--- src/rtl/issue_pkg.sv ---
// Shared types and constants for the issue-queue select logic.
package issue_pkg;

  localparam int DEF_NUM_SLOTS = 8;
  localparam int DEF_NUM_PORTS = 2;
  localparam int DEF_LONG_LAT  = 4;

  localparam int IDX_W = $clog2(DEF_NUM_SLOTS);

  localparam logic LONG_LAT_CTRL = 1'b1;

  typedef struct packed {
    logic             valid;
    logic [IDX_W-1:0] idx;
  } port_sel_t;

endpackage

--- src/rtl/rr_port_picker.sv ---
// Rotating scan from rr_ptr that assigns requesting slots to ports.
module rr_port_picker
  import issue_pkg::*;
#(
  parameter int NUM_SLOTS = DEF_NUM_SLOTS,
  parameter int NUM_PORTS = DEF_NUM_PORTS,
  parameter int IW        = $clog2(NUM_SLOTS)
) (
  input  logic [NUM_SLOTS-1:0]    request,
  input  logic [NUM_SLOTS-1:0]    ctrl,
  input  logic [IW-1:0]           ptr,
  input  logic                    busy,
  output logic [NUM_SLOTS-1:0]    grant,
  output logic [NUM_PORTS-1:0]    pvalid,
  output logic [NUM_PORTS*IW-1:0] pidx,
  output logic                    any_grant,
  output logic [IW-1:0]           last_idx,
  output logic                    long_grant
);

  logic [NUM_PORTS-1:0] taken;

  always_comb begin
    taken      = '0;
    taken[0]   = busy;
    grant      = '0;
    pvalid     = '0;
    pidx       = '0;
    any_grant  = 1'b0;
    last_idx   = '0;
    long_grant = 1'b0;
    for (int k = 0; k < NUM_SLOTS; k++) begin
      int s;
      int pf;
      s  = int'(ptr) + k;
      if (s >= NUM_SLOTS) s = s - NUM_SLOTS;
      pf = -1;
      if (request[s]) begin
        if (ctrl[s] == LONG_LAT_CTRL) begin
          if (!taken[0]) pf = 0;
        end else begin
          for (int p = NUM_PORTS - 1; p >= 0; p--)
            if (!taken[p]) pf = p;
        end
      end
      if (pf >= 0) begin
        taken[pf]            = 1'b1;
        grant[s]             = 1'b1;
        pvalid[pf]           = 1'b1;
        pidx[pf*IW +: IW]    = IW'(s);
        any_grant            = 1'b1;
        last_idx             = IW'(s);
        if (pf == 0 && ctrl[s] == LONG_LAT_CTRL)
          long_grant = 1'b1;
      end
    end
  end

endmodule

--- src/rtl/issue_select.sv ---
// Issue select: round-robin grant of slots to ports, port-0 busy tracking.
// Optional perf counters enabled by ISSUE_SELECT_PERF_EN.
module issue_select
  import issue_pkg::*;
#(
  parameter int NUM_SLOTS = DEF_NUM_SLOTS,
  parameter int NUM_PORTS = DEF_NUM_PORTS,
  parameter int LONG_LAT  = DEF_LONG_LAT,
  localparam int IW       = $clog2(NUM_SLOTS)
) (
  input  logic                    clk,
  input  logic                    reset,
  input  logic [NUM_SLOTS-1:0]    slot_request,
  input  logic [NUM_SLOTS-1:0]    slot_ctrl_info,
  input  logic                    flush,
  output logic [NUM_SLOTS-1:0]    slot_grant,
  output logic [NUM_PORTS-1:0]    port_valid,
  output logic [NUM_PORTS*IW-1:0] port_slot_idx,
`ifdef ISSUE_SELECT_PERF_EN
  output logic [31:0]             perf_issued,
  output logic [31:0]             perf_starved,
`endif
  output logic                    port0_busy
);

  localparam int BW = $clog2(LONG_LAT) + 1;
  localparam logic [BW-1:0] BUSY_LOAD = BW'(LONG_LAT - 1);

  logic [IW-1:0]           rr_ptr;
  logic [BW-1:0]           busy_cnt;
  logic [NUM_SLOTS-1:0]    pick_grant;
  logic [NUM_PORTS-1:0]    pick_valid;
  logic [NUM_PORTS*IW-1:0] pick_idx;
  logic                    any_grant;
  logic [IW-1:0]           last_idx;
  logic                    long_grant;
  logic [IW-1:0]           ptr_next;

  assign port0_busy = (busy_cnt != '0);

  rr_port_picker #(
    .NUM_SLOTS (NUM_SLOTS),
    .NUM_PORTS (NUM_PORTS),
    .IW        (IW)
  ) u_picker (
    .request    (slot_request),
    .ctrl       (slot_ctrl_info),
    .ptr        (rr_ptr),
    .busy       (port0_busy),
    .grant      (pick_grant),
    .pvalid     (pick_valid),
    .pidx       (pick_idx),
    .any_grant  (any_grant),
    .last_idx   (last_idx),
    .long_grant (long_grant)
  );

  // A flush kills everything the picker produced this cycle.
  assign slot_grant    = flush ? '0 : pick_grant;
  assign port_valid    = flush ? '0 : pick_valid;
  assign port_slot_idx = flush ? '0 : pick_idx;

  assign ptr_next = (int'(last_idx) == NUM_SLOTS - 1) ? '0
                  : last_idx + IW'(1);

  always_ff @(posedge clk) begin
    if (reset) begin
      rr_ptr   <= '0;
      busy_cnt <= '0;
    end else if (flush) begin
      rr_ptr   <= '0;
      busy_cnt <= '0;
    end else begin
      if (any_grant)
        rr_ptr <= ptr_next;
      if (long_grant)
        busy_cnt <= BUSY_LOAD;
      else if (busy_cnt != '0)
        busy_cnt <= busy_cnt - BW'(1);
    end
  end

`ifdef ISSUE_SELECT_PERF_EN
  always_ff @(posedge clk) begin
    if (reset) begin
      perf_issued  <= '0;
      perf_starved <= '0;
    end else begin
      perf_issued <= perf_issued + 32'($countones(port_valid));
      if (!flush && slot_request != '0 && !any_grant)
        perf_starved <= perf_starved + 32'd1;
    end
  end
`endif

endmodule

--- config.mk ---
export PLATFORM = sky130hd
export DESIGN_NAME = issue_select
export DESIGN_NICKNAME = d
export VERILOG_FILES = /design/src/rtl/issue_pkg.sv /design/src/rtl/rr_port_picker.sv /design/src/rtl/issue_select.sv
export SDC_FILE = /design/constraint.sdc
export NUM_CORES = 1
export LEC_CHECK = 0
export ABC_AREA = 1
export BUFFER_PORTS_ARGS = -buffer_cell sky130_fd_sc_hd__buf_2
export CORE_AREA = 2 2 102 104
export CTS_CLUSTER_SIZE = 20
export DETAILED_ROUTE_END_ITERATION = 6
export DIE_AREA = 0 0 104 106
export PLACE_DENSITY = 0.65
export SKIP_CTS_REPAIR_TIMING = 1
export SYNTH_ARGS = -nofsm -noshare
export SYNTH_HDL_FRONTEND = slang
export SYNTH_SLANG_ARGS = --single-unit
--- constraint.sdc ---
create_clock -name clk -period 23.4 [get_ports clk]
set_input_delay 0 -clock clk [delete_from_list [all_inputs] [get_ports clk]]
set_output_delay 0 -clock clk [all_outputs]
set_load 0.1 [all_outputs]
==> impl_metrics.ini, run 1 <==
[sta]
rsz0062_at_grt = no
fmax_mhz = 80.27
setup_tns_ps = 0
setup_viol = 0
finClkSkew_ps = 0.3028
finalHoldViolations = 0
max_slew.worst_pin.slew_ps = 876.8
fin_crit_sh_pct = 53.24
drv_slew = 0
maxSlewHeadroom_pct = 40.93
min_period_ps = 12460

[cells_and_area]
drive_gt1_share_pct = 10.52
area_growth_pct = 7.310
fill_cells = 1173
postLayoutCellArea_um2 = 4023
nets = 789
n_antenna_cell = 0
multi_input_area_um2 = 3120
regArea_um2 = 120.1

[setup_path]
worstPathRequired_ps = 23400
reg2regPathDepth = 49
cpMaxStageDelayCell = ha_1
cp_max_fo = 25
path_class = reg -> out
timing.rr.end = rr_ptr[2]$_SDFFE_PP0P_
critPathMaxStageDelay_ps = 990
startpoint = rr_ptr[1]$_SDFFE_PP0P_
cp-start-kind = flip-flop
ff2ff_setup_slack_ps = 11230
r2r_start = rr_ptr[1]$_SDFFE_PP0P_
endpoint_kind = output pin
arrival_ps = 12460
cp_common_cell = inv_1

[die]
start_util_pct = 37.49
fp.dieH_um = 106
die_area_um2 = 11020
floorplan.io_pins = 36
coreArea_um2 = 10000
die_w_um = 104
rows = 37

[yosys]
synthArstFlopShare_pct = 0
synthCells = 720
yosysTopAreaCellShare_pct = 22.53
ys_ff_latch = 6
mappedNetlistArea_um2 = 3749
ys_seq_area_share_pct = 3.204
synthTopCellsByCount = nand2_1, nand3_1, inv_1, nor2_1, a21oi_1
synth.distinct_cells = 51
synth_edf_count = 0
synth_most_common_cell = nand2_1
synthTopCellsByArea = nand2_1, nand3_1, ha_1
synth_area_per_cell_um2 = 5.206
syn_nets = 775
yosysTopAreaCell = nand2_1
synth_ff_type = dfxtp_1
ys_warn_count = 0

[detailed_routing]
routed_via_density = 5.528
drc_errors = 0
drt-total-wl_mm = 13.48
drt-initial-drc-count = 475
antenna_left = 0
wl_per_cell_um = 15.53
drt_first_pass_iters = 5
vias = 4798

[clocking]
cts_root_buf = clkbuf_8
clk_latency_ps = 210
cts_max_level = 1
cts_tree = yes
cts_num_sinks = 6
clock_path_buffers = 2
cts_made_buffers = 3
clkTransAtPathRegs_ps = 30

[global_routing]
grt_usage_pct = 23.89
globalRoute.totalOverflow = 0
grt_max_degree = 51
grt_pass1_vias = 4310
grt_pass1_wl_mm = 21.79
antenna_found_initial = 0

[placement]
dp_hpwl_mm = 10.51
placed_area_um2 = 3981
port_buffers = 35
gp_congestion = 1.031

[hold_path]
min_path_type = in -> reg
hp-start = reset
hold_end = busy_cnt[1]$_SDFFE_PP0P_
whs_path_depth = 4

[flow_run]
maxCapViolCount = 0

[run_status]
status = finished, final reports clean
## sequential cells by signal, summed over array words and instances (netlist names)
name      cells
rr_ptr        3
busy_cnt      3
## cell usage in the layout (no fill, tap or decap), types with 8 or more instances in the layout
| master | count |
|---|---|
| o21ai_0 | 30 |
| nand4_1 | 12 |
| nor3_1 | 8 |
| a21oi_1 | 37 |
| o22ai_1 | 8 |
| inv_1 | 90 |
| nand3_1 | 95 |
| ha_1 | 36 |
| nand2_2 | 8 |
| nand2_1 | 225 |
| nor2_1 | 57 |
| buf_2 | 35 |
## metal layers
metal  global-route usage [%]  part of all wire [%]
met1                    33.00                    44
met2                    40.55                    45
met3                    1.349                   8.0
met4                    6.178                   2.5
met5                        0                     0
## logic make-up (layout without fill, tap and decap cells)
kind of cell               after synthesis  in the layout  share of synthesized area [%]
xor gates and xnor gates                 2              2                         0.4674
AOI/OAI and AO/OA                      115            115                          18.53
buffers and inverters                  129            141                          13.55
adders and majority gates               36             36                          12.02
muxes                                    2              2                         0.5341
and+or+nand+nor                        430            430                          51.70
DFF                                      6              6                          3.204
## worst max-delay path, delay by kind of cell, from the launching register on
family	cells	cell delay, ps
compound gates	13	2840
flops	1	870
simple gates	9	1330
fa+ha+maj	8	3540
buf+inv	18	3630
## worst max-delay path by stage
stage               cells past startpoint               end
floorplan                              55     slot_grant[3]
global placement                       50  port_slot_idx[0]
detailed placement                     50  port_slot_idx[0]
CTS                                    50  port_slot_idx[0]
global route                           50  port_slot_idx[0]
finish                                 48     slot_grant[5]
## final cells by class
class | instances | share of cell area, %
Clock buffer | 3 | 1.026
Inverter | 101 | 9.456
Multi-Input combinational cell | 585 | 77.57
Sequential cell | 6 | 2.986
Tap cell | 136 | 4.230
Timing Repair Buffer | 37 | 4.728
## metrics by stage
step                      instances  utilization (%)  hold WS, ps  setup slack (ps)
after floorplan                 720                -        182.3             13310
after global placement          865            39.81        295.3             11780
after detailed placement        865            39.81        299.3             11440
after CTS                       868            40.23        73.89             11150
after global routing            868            40.23        102.5              9675
final                           868            40.23        70.58             10940
Power of run 1 is left out: the tool's default activity adds up to more than one toggle a clock period on the data nets, which glitch-free logic cannot reach.
==> run 2, diff against run 1 <==
==> constraint.sdc (replaced) <==
create_clock -name clk -period 12.4 [get_ports clk]
set_input_delay 0 -clock clk [delete_from_list [all_inputs] [get_ports clk]]
set_output_delay 0 -clock clk [all_outputs]
set_load 0.1 [all_outputs]
==> run 2 against run 1 <==
  * Worst hold slack worse by 1.3 ps
  * Count of clock-buffer cells in the layout unchanged
  * Critical path type unchanged
  * Highest routed layer unchanged
  * Sequential share of layout area about the same
  * Critical path depth down 1
  * Via count up 1.6%
  * Sequential cell count unchanged
  * Global-route usage up 0.15 points
  * Register-to-register slack worse by 10000 ps
  * Non-clock buffer count unchanged
  * Setup slack worse by 10000 ps
  * Cell count unchanged
==> impl_metrics.ini, run 2 (synthesized netlist as in run 1, its figures left out) <==
[run_status]
status = finished, final reports clean

[cells_and_area]
area_growth_pct = 7.376
fill_cells = 1173
reg_top3 = busy_cnt (3), rr_ptr (3)
regArea_um2 = 121.4
final_cell_mix = nand2_1, nand3_1, inv_1
n_antenna_cell = 0
finish.utilization_pct = 40.25
final_common_cell = nand2_1
drive_gt1_share_pct = 10.66
multi_input_area_um2 = 3120
nets = 789
fin_cells = 868

[global_routing]
antenna_found_initial = 0
grt_usage_pct = 24.04
grt_pass1_vias = 4422
grt_max_degree = 50
globalRoute.totalOverflow = 0
grt_pass1_wl_mm = 21.79

[clocking]
cts_max_level = 1
clkTransAtPathRegs_ps = 40
cts_num_sinks = 6
cts_root_buf = clkbuf_8
cts_tree = yes
clk_latency_ps = 220
cts_made_buffers = 3
clock_path_buffers = 2

[sta]
rsz0062_at_grt = no
min_period_ps = 11470
max_slew.worst_pin.slew_ps = 1070
setup_viol = 0
maxSlewHeadroom_pct = 28.66
setup_tns_ps = 0
finClkSkew_ps = 3.748
finalHoldViolations = 0
fmax_mhz = 87.22
fin_crit_sh_pct = 92.46
drv_slew = 0

[die]
die_w_um = 104
rows = 37
floorplan.io_pins = 36
die_area_um2 = 11020
coreArea_um2 = 10000
start_util_pct = 37.49
fp.dieH_um = 106

[hold_path]
min_path_type = in -> reg
hp-start = reset

[flow_run]
maxCapViolCount = 0

[placement]
dp_hpwl_mm = 10.43
gp_congestion = 1.028
port_buffers = 35
dp.cells = 865

[setup_path]
r2r_start = rr_ptr[0]$_SDFFE_PP0P_
arrival_ps = 11470
cp-start-kind = flip-flop
critPathMaxStageDelay_ps = 590
cp_max_fo = 43
cpMaxStageDelayCell = ha_1
endpoint_kind = output pin
startpoint = rr_ptr[0]$_SDFFE_PP0P_
cp_common_cell = inv_1
path_class = reg -> out
worstPathRequired_ps = 12400

[detailed_routing]
wl_per_cell_um = 15.62
vias = 4874
met3_length_mm = 1.221
routed_via_density = 5.615
route.met2.wl_mm = 6.078
wl_met1_mm = 5.711
top_layer = met4
drc_errors = 0
drt-total-wl_mm = 13.56
drt-initial-drc-count = 385
antenna_left = 0
drt_first_pass_iters = 6
-- run 2: worst max-delay path: cells and delay by family, from the launching register on --
| kind | cells | cell delay, ps |
|---|---|---|
| flip-flops | 1 | 340 |
| AND/OR/NAND/NOR | 7 | 800 |
| adder cells (fa/ha/maj) | 8 | 3130 |
| AO/OA/AOI/OAI | 15 | 3340 |
| buffers and inverters | 17 | 3630 |
-- run 2: routing by layer --
metal	vias up	GRT usage, %
met5	-	0
met4	0	9.942
met3	49	3.127
met2	243	40.74
met1	2169	30.77
li1	2413	-
-- run 2: through the flow --
step	hold WS [ps]	setup WS, ps	area, um2
floorplan	182.3	2313	3749
global placement	295.9	1604	3981
detailed placement	295.7	1235	3981
CTS	70.86	938.4	4023
global route	93.49	18.83	4025
finish	69.27	934.6	4025
-- run 2: final timing paths --
| kind | endpoint | slack, ps | cells past startpoint |
|---|---|---|---|
| max | slot_grant[7] | 930 | 47 |
| min | busy_cnt[1]$_SDFFE_PP0P_ | 70 | 4 |
| max reg2reg | rr_ptr[2]$_SDFFE_PP0P_ | 1220 | 48 |
| min reg2reg | busy_cnt[2]$_SDFFE_PP0N_ | 550 | 2 |
-- run 2: area by class of cell --
class / instances / area share, %
multi-input combinational: 585 / 77.53
clock buffer: 3 / 1.026
inverter: 101 / 9.481
timing repair buffer: 37 / 4.725
sequential: 6 / 3.015
tap: 136 / 4.228
Power of run 2 is left out for the same reason.
==> run 3, diff against run 2 <==
--- a/config.mk
+++ b/config.mk
@@ -6,7 +6,7 @@
 export NUM_CORES = 1
 export LEC_CHECK = 0
 export ABC_AREA = 1
-export BUFFER_PORTS_ARGS = -buffer_cell sky130_fd_sc_hd__buf_2
+export BUFFER_PORTS_ARGS = -buffer_cell sky130_fd_sc_hd__buf_4
 export CORE_AREA = 2 2 102 104
 export CTS_CLUSTER_SIZE = 20
 export DETAILED_ROUTE_END_ITERATION = 6
==> run 3 against run 2 <==
  * Register-to-register slack better by 50 ps
  * Cell count is 0.12% higher
  * Wire length increased by 2.4%
  * Global-route usage increased by 0.77 points
  * Critical path depth is 2 higher
  * First-iteration DRC count rose by 13%
  * Via count down 1.1%
  * Sequential share of layout area about the same
  * Clock skew is 2.6 ps lower
  * Cell area increased by 2.5%
==> impl_metrics.ini, run 3 (synthesized netlist as in run 1, its figures left out) <==
[sta]
finClkSkew_ps = 1.161
setup_viol = 0
fmax_mhz = 87.97
setup_tns_ps = 0
rsz0062_at_grt = no
fin_crit_sh_pct = 91.67
maxSlewHeadroom_pct = 39.45
max_slew.worst_pin.slew_ps = 898.8
min_period_ps = 11370
finalHoldViolations = 0
drv_slew = 0

[die]
die_area_um2 = 11020
fp.dieH_um = 106
floorplan.io_pins = 36
start_util_pct = 37.49
coreArea_um2 = 10000
die_w_um = 104
rows = 37

[global_routing]
grt_pass1_vias = 4405
grt_use_met3_pct = 4.108
grt_pass1_wl_mm = 22.47
grt_max_degree = 44
antenna_found_initial = 0
grt_usage_pct = 24.81
global_route.usage.met2_pct = 42.01
grt_util_met1_pct = 31.45
grt-busiest-layer = met2
globalRoute.totalOverflow = 0

[detailed_routing]
drc_errors = 0
drt-total-wl_mm = 13.89
vias = 4820
antenna_left = 0
routed_via_density = 5.547
drt-initial-drc-count = 435
drt_first_pass_iters = 6
wl_per_cell_um = 15.98

[cells_and_area]
nets = 790
n_antenna_cell = 0
drive_gt1_share_pct = 10.91
final_cell_mix = nand2_1, nand3_1, inv_1
final_common_cell = nand2_1
reg_top3 = busy_cnt (3), rr_ptr (3)
fill_cells = 1221
area_growth_pct = 10.05

[clocking]
cts_made_buffers = 3
clock_path_buffers = 2
cts_root_buf = clkbuf_8
cts_max_level = 1
cts_num_sinks = 6
cts_tree = yes
clkTransAtPathRegs_ps = 40
clk_latency_ps = 220

[run_status]
status = finished, final reports clean

[setup_path]
path_class = reg -> out
critPathMaxStageDelay_ps = 560
arrival_ps = 11370
worstPathRequired_ps = 12400
endpoint_kind = output pin
cp_common_cell = inv_1
cpMaxStageDelayCell = dfxtp_2
cp-start-kind = flip-flop
cp_max_fo = 43

[placement]
dp_hpwl_mm = 10.73
gp_congestion = 1.048
port_buffers = 35

[hold_path]
min_path_type = in -> reg

[flow_run]
maxCapViolCount = 0
-- run 3: area by class of cell --
cell class / count / area (um2) / share of cell area (%)
clock buffers: 3 / 41.29 / 1.001
inverters: 101 / 382.9 / 9.281
multi-input cells: 585 / 3120 / 75.64
flip-flops and latches: 6 / 125.1 / 3.033
well taps: 136 / 170.2 / 4.125
repair buffers: 38 / 285.3 / 6.915
-- run 3: per-stage QoR --
stage                     hold slack, ps  instance area (um2)  worst slack [ps]  instances  util (%)
after floorplan                    182.3                 3749              2313        720         -
after global placement             315.4                 4076              1288        866     40.77
after detailed placement           316.4                 4076             908.5        866     40.77
after CTS                          85.86                 4118             653.7        869     41.18
after global routing               126.8                 4125             42.85        869     41.25
final                              87.94                 4125              1033        869     41.25
-- run 3: critical path: cells and delay by family (launching register included) --
kind | cells | cell delay [ps]
buffers and inverters | 19 | 3510
AO/OA/AOI/OAI | 13 | 2880
flip-flops | 1 | 560
AND/OR/NAND/NOR | 9 | 1230
adder cells (fa/ha/maj) | 8 | 2920
-- run 3: worst paths after layout --
kind                                                from                  endpoint  slack (ps)  cells past startpoint
worst max register to register    rr_ptr[0]$_SDFFE_PP0P_    rr_ptr[2]$_SDFFE_PP0P_        1270                     50
worst min register to register  busy_cnt[2]$_SDFFE_PP0N_  busy_cnt[2]$_SDFFE_PP0N_         560                      2
worst max-delay path              rr_ptr[0]$_SDFFE_PP0P_             slot_grant[5]        1030                     49
worst min-delay path                               reset  busy_cnt[0]$_SDFFE_PP0P_          90                      4
-- run 3: layer usage --
layer | routed length (um) | up-vias
li1 | - | 2407
met1 | 5920 | 2140
met2 | 6208 | 225
met3 | 1205 | 48
met4 | 555 | 0
met5 | 0 | -
Power of run 3 is left out for the same reason.
